## src/rtl/vx_launch_pkg.sv

```systemverilog
// Shared types for the Vortex launch sequencer: FSM state encoding and the
// buffered DCR write entry.
package vx_launch_pkg;

   localparam int VX_DCR_ADDR_WIDTH = 12;
   localparam int VX_DCR_DATA_WIDTH = 32;

   typedef enum logic [2:0] {
      ST_IDLE,
      ST_RESET,
      ST_DCR,
      ST_WAIT,
      ST_RUN,
      ST_DONE
   } launch_state_t;

   typedef struct packed {
      logic [VX_DCR_ADDR_WIDTH-1:0] addr;
      logic [VX_DCR_DATA_WIDTH-1:0] data;
   } dcr_entry_t;

endpackage

```

## src/rtl/VX_fifo_queue.sv

```systemverilog
// Synchronous FIFO with an array store and a registered read port: data_out
// takes the head entry on the cycle after a pop.
module VX_fifo_queue #(
   parameter int DATAW = 1,
   parameter int DEPTH = 8
) (
   input  logic             clk,
   input  logic             reset,
   input  logic             push,
   input  logic             pop,
   input  logic [DATAW-1:0] data_in,
   output logic [DATAW-1:0] data_out,
   output logic             empty,
   output logic             full
);

   localparam int AW = $clog2(DEPTH);

   logic [DATAW-1:0] mem_reg [DEPTH];
   logic [AW-1:0]    wr_ptr_reg;
   logic [AW-1:0]    rd_ptr_reg;
   logic [AW:0]      count_reg;
   logic [DATAW-1:0] data_out_reg;
   logic             do_push;
   logic             do_pop;

   assign empty    = (count_reg == '0);
   assign full     = (count_reg == (AW+1)'(DEPTH));
   assign do_push  = push && !full;
   assign do_pop   = pop && !empty;
   assign data_out = data_out_reg;

   always_ff @(posedge clk) begin
      if (do_push) begin
         mem_reg[wr_ptr_reg] <= data_in;
      end
   end

   always_ff @(posedge clk) begin
      if (reset) begin
         wr_ptr_reg   <= '0;
         rd_ptr_reg   <= '0;
         count_reg    <= '0;
         data_out_reg <= '0;
      end else begin
         if (do_push) begin
            wr_ptr_reg <= wr_ptr_reg + AW'(1);
         end
         if (do_pop) begin
            rd_ptr_reg   <= rd_ptr_reg + AW'(1);
            data_out_reg <= mem_reg[rd_ptr_reg];
         end
         // Simultaneous push and pop leave the occupancy unchanged.
         case ({do_push, do_pop})
            2'b10:   count_reg <= count_reg + (AW+1)'(1);
            2'b01:   count_reg <= count_reg - (AW+1)'(1);
            default: count_reg <= count_reg;
         endcase
      end
   end

endmodule

```

## src/rtl/vx_launch_ctrl.sv

```systemverilog
// Launch sequencer for the Vortex wrapper: buffers DCR writes, then on start
// runs reset -> DCR replay -> wait for busy -> run, reporting done/timeout/cycles.
module vx_launch_ctrl
   import vx_launch_pkg::*;
#(
   parameter int DCR_ADDR_WIDTH = VX_DCR_ADDR_WIDTH,
   parameter int DCR_DATA_WIDTH = VX_DCR_DATA_WIDTH,
   parameter int QUEUE_DEPTH    = 8,
   parameter int RESET_CYCLES   = 16,
   parameter int BUSY_WAIT      = 1024,
   parameter int CNT_WIDTH      = 64
) (
   input  logic                      clk,
   input  logic                      reset,
   input  logic                      cmd_valid,
   output logic                      cmd_ready,
   input  logic [DCR_ADDR_WIDTH-1:0] cmd_addr,
   input  logic [DCR_DATA_WIDTH-1:0] cmd_data,
   input  logic                      start,
   output logic                      dcr_wr_valid,
   output logic [DCR_ADDR_WIDTH-1:0] dcr_wr_addr,
   output logic [DCR_DATA_WIDTH-1:0] dcr_wr_data,
   output logic                      vx_reset,
   input  logic                      busy,
   output logic                      running,
   output logic                      done,
   output logic                      timeout,
   output logic [CNT_WIDTH-1:0]      cycles
);

   localparam int QW  = DCR_ADDR_WIDTH + DCR_DATA_WIDTH;
   localparam int RCW = $clog2(RESET_CYCLES + 1);
   localparam int WCW = $clog2(BUSY_WAIT + 1);

   launch_state_t        state_reg, state_next;
   logic [RCW-1:0]       rst_cnt_reg, rst_cnt_next;
   logic [WCW-1:0]       wait_cnt_reg, wait_cnt_next;
   logic [CNT_WIDTH-1:0] cycles_reg, cycles_next;
   logic                 timeout_reg, timeout_next;
   logic                 busy_reg;
   logic                 dcr_valid_reg;

   logic                 fifo_push;
   logic                 fifo_pop;
   logic                 fifo_empty;
   logic                 fifo_full;
   logic [QW-1:0]        fifo_dout;

   assign fifo_push = cmd_valid && !fifo_full;
   assign cmd_ready = !fifo_full;

   VX_fifo_queue #(
      .DATAW (QW),
      .DEPTH (QUEUE_DEPTH)
   ) u_queue (
      .clk      (clk),
      .reset    (reset),
      .push     (fifo_push),
      .pop      (fifo_pop),
      .data_in  ({cmd_addr, cmd_data}),
      .data_out (fifo_dout),
      .empty    (fifo_empty),
      .full     (fifo_full)
   );

   // The queue's registered read port doubles as the write-pulse data register.
   assign dcr_wr_valid = dcr_valid_reg;
   assign dcr_wr_addr  = fifo_dout[QW-1 -: DCR_ADDR_WIDTH];
   assign dcr_wr_data  = fifo_dout[DCR_DATA_WIDTH-1:0];

   // Global reset forces the wrapper into reset combinationally, without waiting a cycle.
   assign vx_reset = reset || (state_reg == ST_IDLE) || (state_reg == ST_RESET)
                           || (state_reg == ST_DCR);
   assign running  = (state_reg == ST_RESET) || (state_reg == ST_DCR)
                  || (state_reg == ST_WAIT)  || (state_reg == ST_RUN);
   assign done     = (state_reg == ST_DONE);
   assign timeout  = timeout_reg;
   assign cycles   = cycles_reg;

   always_comb begin
      state_next    = state_reg;
      rst_cnt_next  = rst_cnt_reg;
      wait_cnt_next = wait_cnt_reg;
      cycles_next   = cycles_reg;
      timeout_next  = timeout_reg;
      fifo_pop      = 1'b0;
      case (state_reg)
         ST_IDLE, ST_DONE: begin
            if (start) begin
               state_next   = ST_RESET;
               rst_cnt_next = '0;
               cycles_next  = '0;
               timeout_next = 1'b0;
            end
         end
         ST_RESET: begin
            if (rst_cnt_reg == RCW'(RESET_CYCLES - 1)) begin
               state_next = ST_DCR;
            end else begin
               rst_cnt_next = rst_cnt_reg + RCW'(1);
            end
         end
         ST_DCR: begin
            if (!fifo_empty) begin
               fifo_pop = 1'b1;
            end else begin
               state_next    = ST_WAIT;
               wait_cnt_next = '0;
            end
         end
         ST_WAIT: begin
            if (busy_reg) begin
               state_next = ST_RUN;
            end else if (wait_cnt_reg == WCW'(BUSY_WAIT)) begin
               state_next   = ST_DONE;
               timeout_next = 1'b1;
            end else begin
               wait_cnt_next = wait_cnt_reg + WCW'(1);
            end
         end
         ST_RUN: begin
            // The cycle that observes busy low is still counted.
            if (cycles_reg != {CNT_WIDTH{1'b1}}) begin
               cycles_next = cycles_reg + CNT_WIDTH'(1);
            end
            if (!busy_reg) begin
               state_next = ST_DONE;
            end
         end
         default: state_next = ST_IDLE;
      endcase
   end

   always_ff @(posedge clk) begin
      if (reset) begin
         state_reg     <= ST_IDLE;
         rst_cnt_reg   <= '0;
         wait_cnt_reg  <= '0;
         cycles_reg    <= '0;
         timeout_reg   <= 1'b0;
         busy_reg      <= 1'b0;
         dcr_valid_reg <= 1'b0;
      end else begin
         state_reg     <= state_next;
         rst_cnt_reg   <= rst_cnt_next;
         wait_cnt_reg  <= wait_cnt_next;
         cycles_reg    <= cycles_next;
         timeout_reg   <= timeout_next;
         busy_reg      <= busy;
         dcr_valid_reg <= fifo_pop;
      end
   end

endmodule

```

## config.mk

```make
export PLATFORM = sky130hd
export DESIGN_NAME = vx_launch_ctrl
export DESIGN_NICKNAME = d
export VERILOG_FILES = /design/src/rtl/vx_launch_pkg.sv /design/src/rtl/VX_fifo_queue.sv /design/src/rtl/vx_launch_ctrl.sv
export SDC_FILE = /design/constraint.sdc
export NUM_CORES = 1
export LEC_CHECK = 0
export CAP_MARGIN = 30
export CORE_AREA = 2 2 226 228
export CTS_CLUSTER_SIZE = 20
export DETAILED_ROUTE_END_ITERATION = 8
export DIE_AREA = 0 0 228 230
export GPL_TIMING_DRIVEN = 1
export PLACE_DENSITY_LB_ADDON = 0.15
export SLEW_MARGIN = 5
export SYNTH_ARGS = -nofsm -noshare
export SYNTH_HDL_FRONTEND = slang
export SYNTH_HIERARCHICAL = 1
export SYNTH_SLANG_ARGS = --single-unit
export TNS_END_PERCENT = 5
```

## constraint.sdc

```tcl
create_clock -name clk -period 21.1 [get_ports clk]
set_clock_uncertainty 0.05 [all_clocks]
set_input_delay 6.33 -clock clk [delete_from_list [all_inputs] [get_ports clk]]
set_output_delay 6.33 -clock clk [all_outputs]
set_load 0.02 [all_outputs]
```

==> results of run 1 <==
[area by class of cell]
cell class	count	area, um2	area share, %
Antenna cell	1	2.502	0.01053
Clock buffer	80	1508	6.344
Clock inverter	18	193.9	0.8161
Inverter	16	60.06	0.2527
Multi-Input combinational cell	731	5992	25.21
Sequential cell	492	13380	56.30
Tap cell	672	840.8	3.538
Timing Repair Buffer	179	1787	7.519
[worst max-delay path, cell delays in order]
cell             delay [ns]
buf_4                  0.18
or2_2                  0.31
clkdlybuf4s50_1        0.54
[layer usage]
layer	part of all wire [%]	GRT usage, %
met1	45	23.23
met2	48	28.13
met3	4.8	3.373
met4	2.2	5.413
met5	0.13	0
[report_power, final]
part | switching, W | total, W | internal (W)
Clock | 0.000372 | 0.000901 | 0.000529
Sequential | 0.0000182 | 0.00108 | 0.00106
Combinational | 0.0000977 | 0.000159 | 0.0000610
[worst min-delay path by stage]
stage                     slack, ns                 start                    to
after floorplan                0.40        rst_cnt_reg[1]        rst_cnt_reg[1]
after global placement         0.42               timeout               timeout
after detailed placement       0.42               timeout               timeout
after CTS                      0.44               timeout               timeout
after global routing           0.47  u_queue/data_out[31]  u_queue/data_out[31]
final                          0.43               timeout               timeout
[placed cells by master, fill, tap and decap left out, types with 4 or more instances in the layout]
cell             synthesis  routed
edfxtp_1               352     352
clkdlybuf4s50_1          0     161
dfxtp_1                140     138
nor2_1                 127     124
mux4_2                  88      88
clkbuf_16                0      53
a21oi_1                 51      51
nand2_1                 47      47
nor3_2                  41      45
o22ai_1                 44      44
nand3_1                 33      33
nand4_1                 32      32
nor3_1                  33      29
o21ai_0                 28      28
xnor2_1                 25      25
or3_1                   23      23
clkbuf_1                31      19
inv_1                   16      16
nor4_1                  17      16
buf_4                    4      16
xor2_1                  15      15
or4_1                   11      11
and2_1                  10      10
ha_1                    10      10
o31ai_1                  8       8
clkbuf_8                 0       8
clkinv_1                 0       8
and3_1                   7       7
and4_1                   7       7
nand2b_1                 6       6
a311oi_1                 5       5
mux2i_1                  5       5
a211oi_1                 5       5
nor2b_1                  4       4
a21o_1                   4       4
clkinv_2                 0       4
[metrics by stage]
stage                     cells  power [W]  area, um2  hold WS, ns  util, %
after global placement     2088   0.001255      22000       0.4198    44.13
after CTS                  2188   0.002171      23760       0.4389    47.65
after global routing       2188   0.002220      23760       0.4659    47.65
after floorplan            1307   0.001198      19740       0.3993        -
after detailed placement   2090   0.001260      22060       0.4231    44.24
final                      2189   0.002138      23760       0.4279    47.66
[logic make-up after synthesis]
family / count (synthesis)
xor+xnor: 40
buf+inv: 84
flops: 492
mux: 93
simple gates: 418
compound gates: 169
fa+ha+maj: 11
==> results.yml, run 1 <==
status:
  status: "finished clean"
synthesis:
  ys_types: 72
  synth_common_cells: "352 x edfxtp_1, 140 x dfxtp_1, 127 x nor2_1, 88 x mux4_2, 51 x a21oi_1"
  synth_nets: 1367
  synth_area_leaders: "edfxtp_1 54%, dfxtp_1 14%, mux4_2 10%"
  synth.ff_latch_count: 492
  synth_edf_count: 352
  synth_cells: 1307
  synth_compound_area_share_pct: 5.438
  synth_top_area_share_pct: 53.54
  synth_ff_type: "edfxtp_1"
  synth-adder-area-share_pct: 0.7352
  synth_top_family_by_area: "simple AND/OR/NAND/NOR gates"
  synthMuxAreaShare_pct: 10.29
  synth_most_common_cell: "edfxtp_1"
  synth-simple-area-share_pct: 11.84
  synth_xor_area_share_pct: 1.775
  yosys_warnings: 6
  yosysTopAreaCell: "edfxtp_1"
  synth_seq_area_share_pct: 67.74
  avgSynthCellArea_um2: 15.11
  syn_area_mm2: 0.01974
  async_flop_share_pct: 0
route:
  via_per_inst: 5.330
  ant_nets: 0
  wl_um: 45190
  drcViolationCount: 0
  first_pass_iters: 7
  wl_per_cell_um: 20.65
  num_vias: 11668
  drt_iter0_drc: 835
clock_tree:
  ctsResizeCount: 0
  cts.sinks: 492
  path_clk_slew_ns: 0.05
  cts_setup_buffers: 0
  clk_path_buf_depth: 3
  cts_max_level: 2
  clock-root-buffer: "clkbuf_16"
  cts_tree: "built"
  cts_made_buffers: 52
  clk_latency_ns: 0.60
  cts_hold_buf: 0
worst_setup_path:
  start_kind: "input pin"
  crit_start: "reset"
  path_class: "input pin to output pin"
  worstRegToRegCells: 9
  cp_max_fo: 18
  endpoint: "vx_reset"
  end_kind: "output pin"
  r2r-end: "u_queue/count_reg[3]"
  cp_data_required_time_ns: 14.72
  crit_arrival_ns: 7.35
  r2r_start: "u_queue/count_reg[0]"
  r2r_slack_ns: 17.64
cells_and_area:
  area_growth_pct: 20.37
  drive_gt1_share_pct: 16.42
  nNetsFinal: 1532
  largest_reg_flops: 352
  n_fill_cell: 4438
placement:
  io_buffers: 162
  place_ws_ns: 7.358
  place_congestion: 0.8048
  hpwl_um: 25240
flow_run:
  cap_violations: 0
sta:
  tns_ns: 0
  fin_ws_ns: 7.366
  worstMarginPinSlew_ns: 0.9183
  fin_crit_sh_pct: 65.09
  max_freq_ghz: 0.07281
  setup_violations: 0
  hold_violations: 0
  maxSlewViolCount: 0
  fin_crit_ns: 13.73
  relSlewSlack_pct: 38.21
  rsz0062_at_grt: "no"
floorplan:
  fp.dieArea_mm2: 0.05244
  ios: 163
  rows: 82
  die_w_um: 228
  die_y_um: 230
  core_area_mm2: 0.04986
  start_util_pct: 39.59
global_routing:
  grt.total_usage_pct: 17.20
  grt_pass1_vias: 11611
  gr-total-overflow: 0
  grt_start_max_net_pins: 58
  antenna_found_initial: 5
  grt_pass1_wl_um: 69650
pwr:
  powerDensity_mw_per_mm2: 89.98
  irDropWorstVdd_v: 0.00006638
  p_leak_nw: 7.293
hold_path:
  hold_depth: 2
  hp-class: "register to register"
Note: power is estimated with default switching activity, not from simulation.
==> run 2, diff against run 1 <==
- clock period: 21.1 -> 13.7 ns (I/O delays scaled with it)
==> results.yml, run 2 (synthesized netlist as in run 1, its figures left out) <==
status:
  status: "finished clean"
sta:
  setup_violations: 0
  relSlewSlack_pct: 36.04
  fin_crit_sh_pct: 67.84
  fin_crit_ns: 9.294
  max_freq_ghz: 0.1076
  worstMarginPinSlew_ns: 0.9529
  hold_violations: 0
  maxSlewViolCount: 0
  tns_ns: 0
  holdWs_ns: 0.4342
  rsz0062_at_grt: "no"
hold_path:
  hp-class: "register to register"
global_routing:
  antenna_found_initial: 4
  grt.total_usage_pct: 17.26
  gr-total-overflow: 0
  grt_start_max_net_pins: 53
  grt_pass1_wl_um: 70170
  grt_pass1_vias: 11687
cells_and_area:
  drive_gt1_share_pct: 17.26
  nNetsFinal: 1534
  area_growth_pct: 21.00
  final_cell_mix: "352 x edfxtp_1, 161 x clkdlybuf4s50_1, 138 x dfxtp_1"
  n_fill_cell: 4425
  seq_area_mm2: 0.01338
  largest_reg_flops: 352
  multiInputGateArea_mm2: 0.005992
  final_core_util_pct: 47.91
  layout.cells.most_common: "edfxtp_1"
clock_tree:
  cts_made_buffers: 53
  cts_max_level: 2
  clk_path_buf_depth: 3
  clock-root-buffer: "clkbuf_16"
  cts_setup_buffers: 0
  ctsResizeCount: 0
  cts_tree: "built"
  path_clk_slew_ns: 0.06
  clk_latency_ns: 0.59
  cts.sinks: 492
  cts_hold_buf: 0
route:
  drcViolationCount: 0
  ant_nets: 0
  wl_um: 45310
  num_vias: 11716
  met3_wirelength_um: 2403
  wl_per_cell_um: 20.68
  met2_length_um: 21350
  via_per_inst: 5.347
  wl_met1_um: 20550
  highest_layer: "met5"
  first_pass_iters: 5
  drt_iter0_drc: 828
pwr:
  p_leak_nw: 7.377
  powerDensity_mw_per_mm2: 141.1
  irDropWorstVdd_v: 0.00008618
  p_total_w: 0.003371
flow_run:
  cap_violations: 0
worst_setup_path:
  r2r_slack_ns: 10.24
  path_class: "input pin to output pin"
  cp_max_fo: 18
  crit_arrival_ns: 5.13
  end_kind: "output pin"
  start_kind: "input pin"
  cp_data_required_time_ns: 9.54
floorplan:
  fp.dieArea_mm2: 0.05244
  die_w_um: 228
  core_area_mm2: 0.04986
  start_util_pct: 39.59
  die_y_um: 230
  rows: 82
  ios: 163
placement:
  place_congestion: 0.8026
  hpwl_um: 25360
  io_buffers: 162
## run 2: cell count changes in the layout (fill, tap and decap cells not counted), sizes merged
cell,before,now
clkinvlp,1,0
bufinv,3,7
buf,18,19
inv,16,19
clkinv,14,19
clkbuf,80,70
## run 2: critical path, stage by stage
cell and delay, ns:
buf_4 0.18, or2_2 0.31, clkdlybuf4s50_1 0.54
## run 2: layout make-up
type | instances | area share [%]
Tap cell | 672 | 3.520
Clock buffer | 70 | 6.071
Antenna cell | 1 | 0.01048
Sequential cell | 492 | 56.01
Timing Repair Buffer | 180 | 7.595
Clock inverter | 29 | 1.456
Inverter | 16 | 0.2514
Multi-Input combinational cell | 731 | 25.08
## run 2: path summary, 6_finish.rpt
| check | start | to | cells after the start |
|---|---|---|---|
| max | reset | vx_reset | 3 |
| min | timeout | timeout | 2 |
| max reg2reg | state_reg[1] | u_queue/count_reg[3] | 9 |
| min reg2reg | timeout | timeout | 2 |
## run 2: power breakdown
| part | leakage, nW | internal [W] | total (W) | switching, W |
|---|---|---|---|---|
| Clock | 0.895 | 0.000880 | 0.00147 | 0.000587 |
| Sequential | 4.33 | 0.00163 | 0.00166 | 0.0000272 |
| Combinational | 2.15 | 0.0000948 | 0.000245 | 0.000150 |
## run 2: per-stage QoR
stage | instance area [um2] | instances | setup WS, ns
after CTS | 23830 | 2188 | 4.401
after detailed placement | 22030 | 2089 | 4.402
after global routing | 23890 | 2190 | 4.370
after floorplan | 19740 | 1307 | 4.403
after global placement | 22000 | 2088 | 4.406
final | 23890 | 2191 | 4.406
## run 2: routing by layer
metal / GRT usage, % / up-vias
li1: - / 5452
met1: 23.69 / 5883
met2: 28.02 / 300
met3: 3.348 / 75
met4: 5.004 / 6
met5: 0 / -
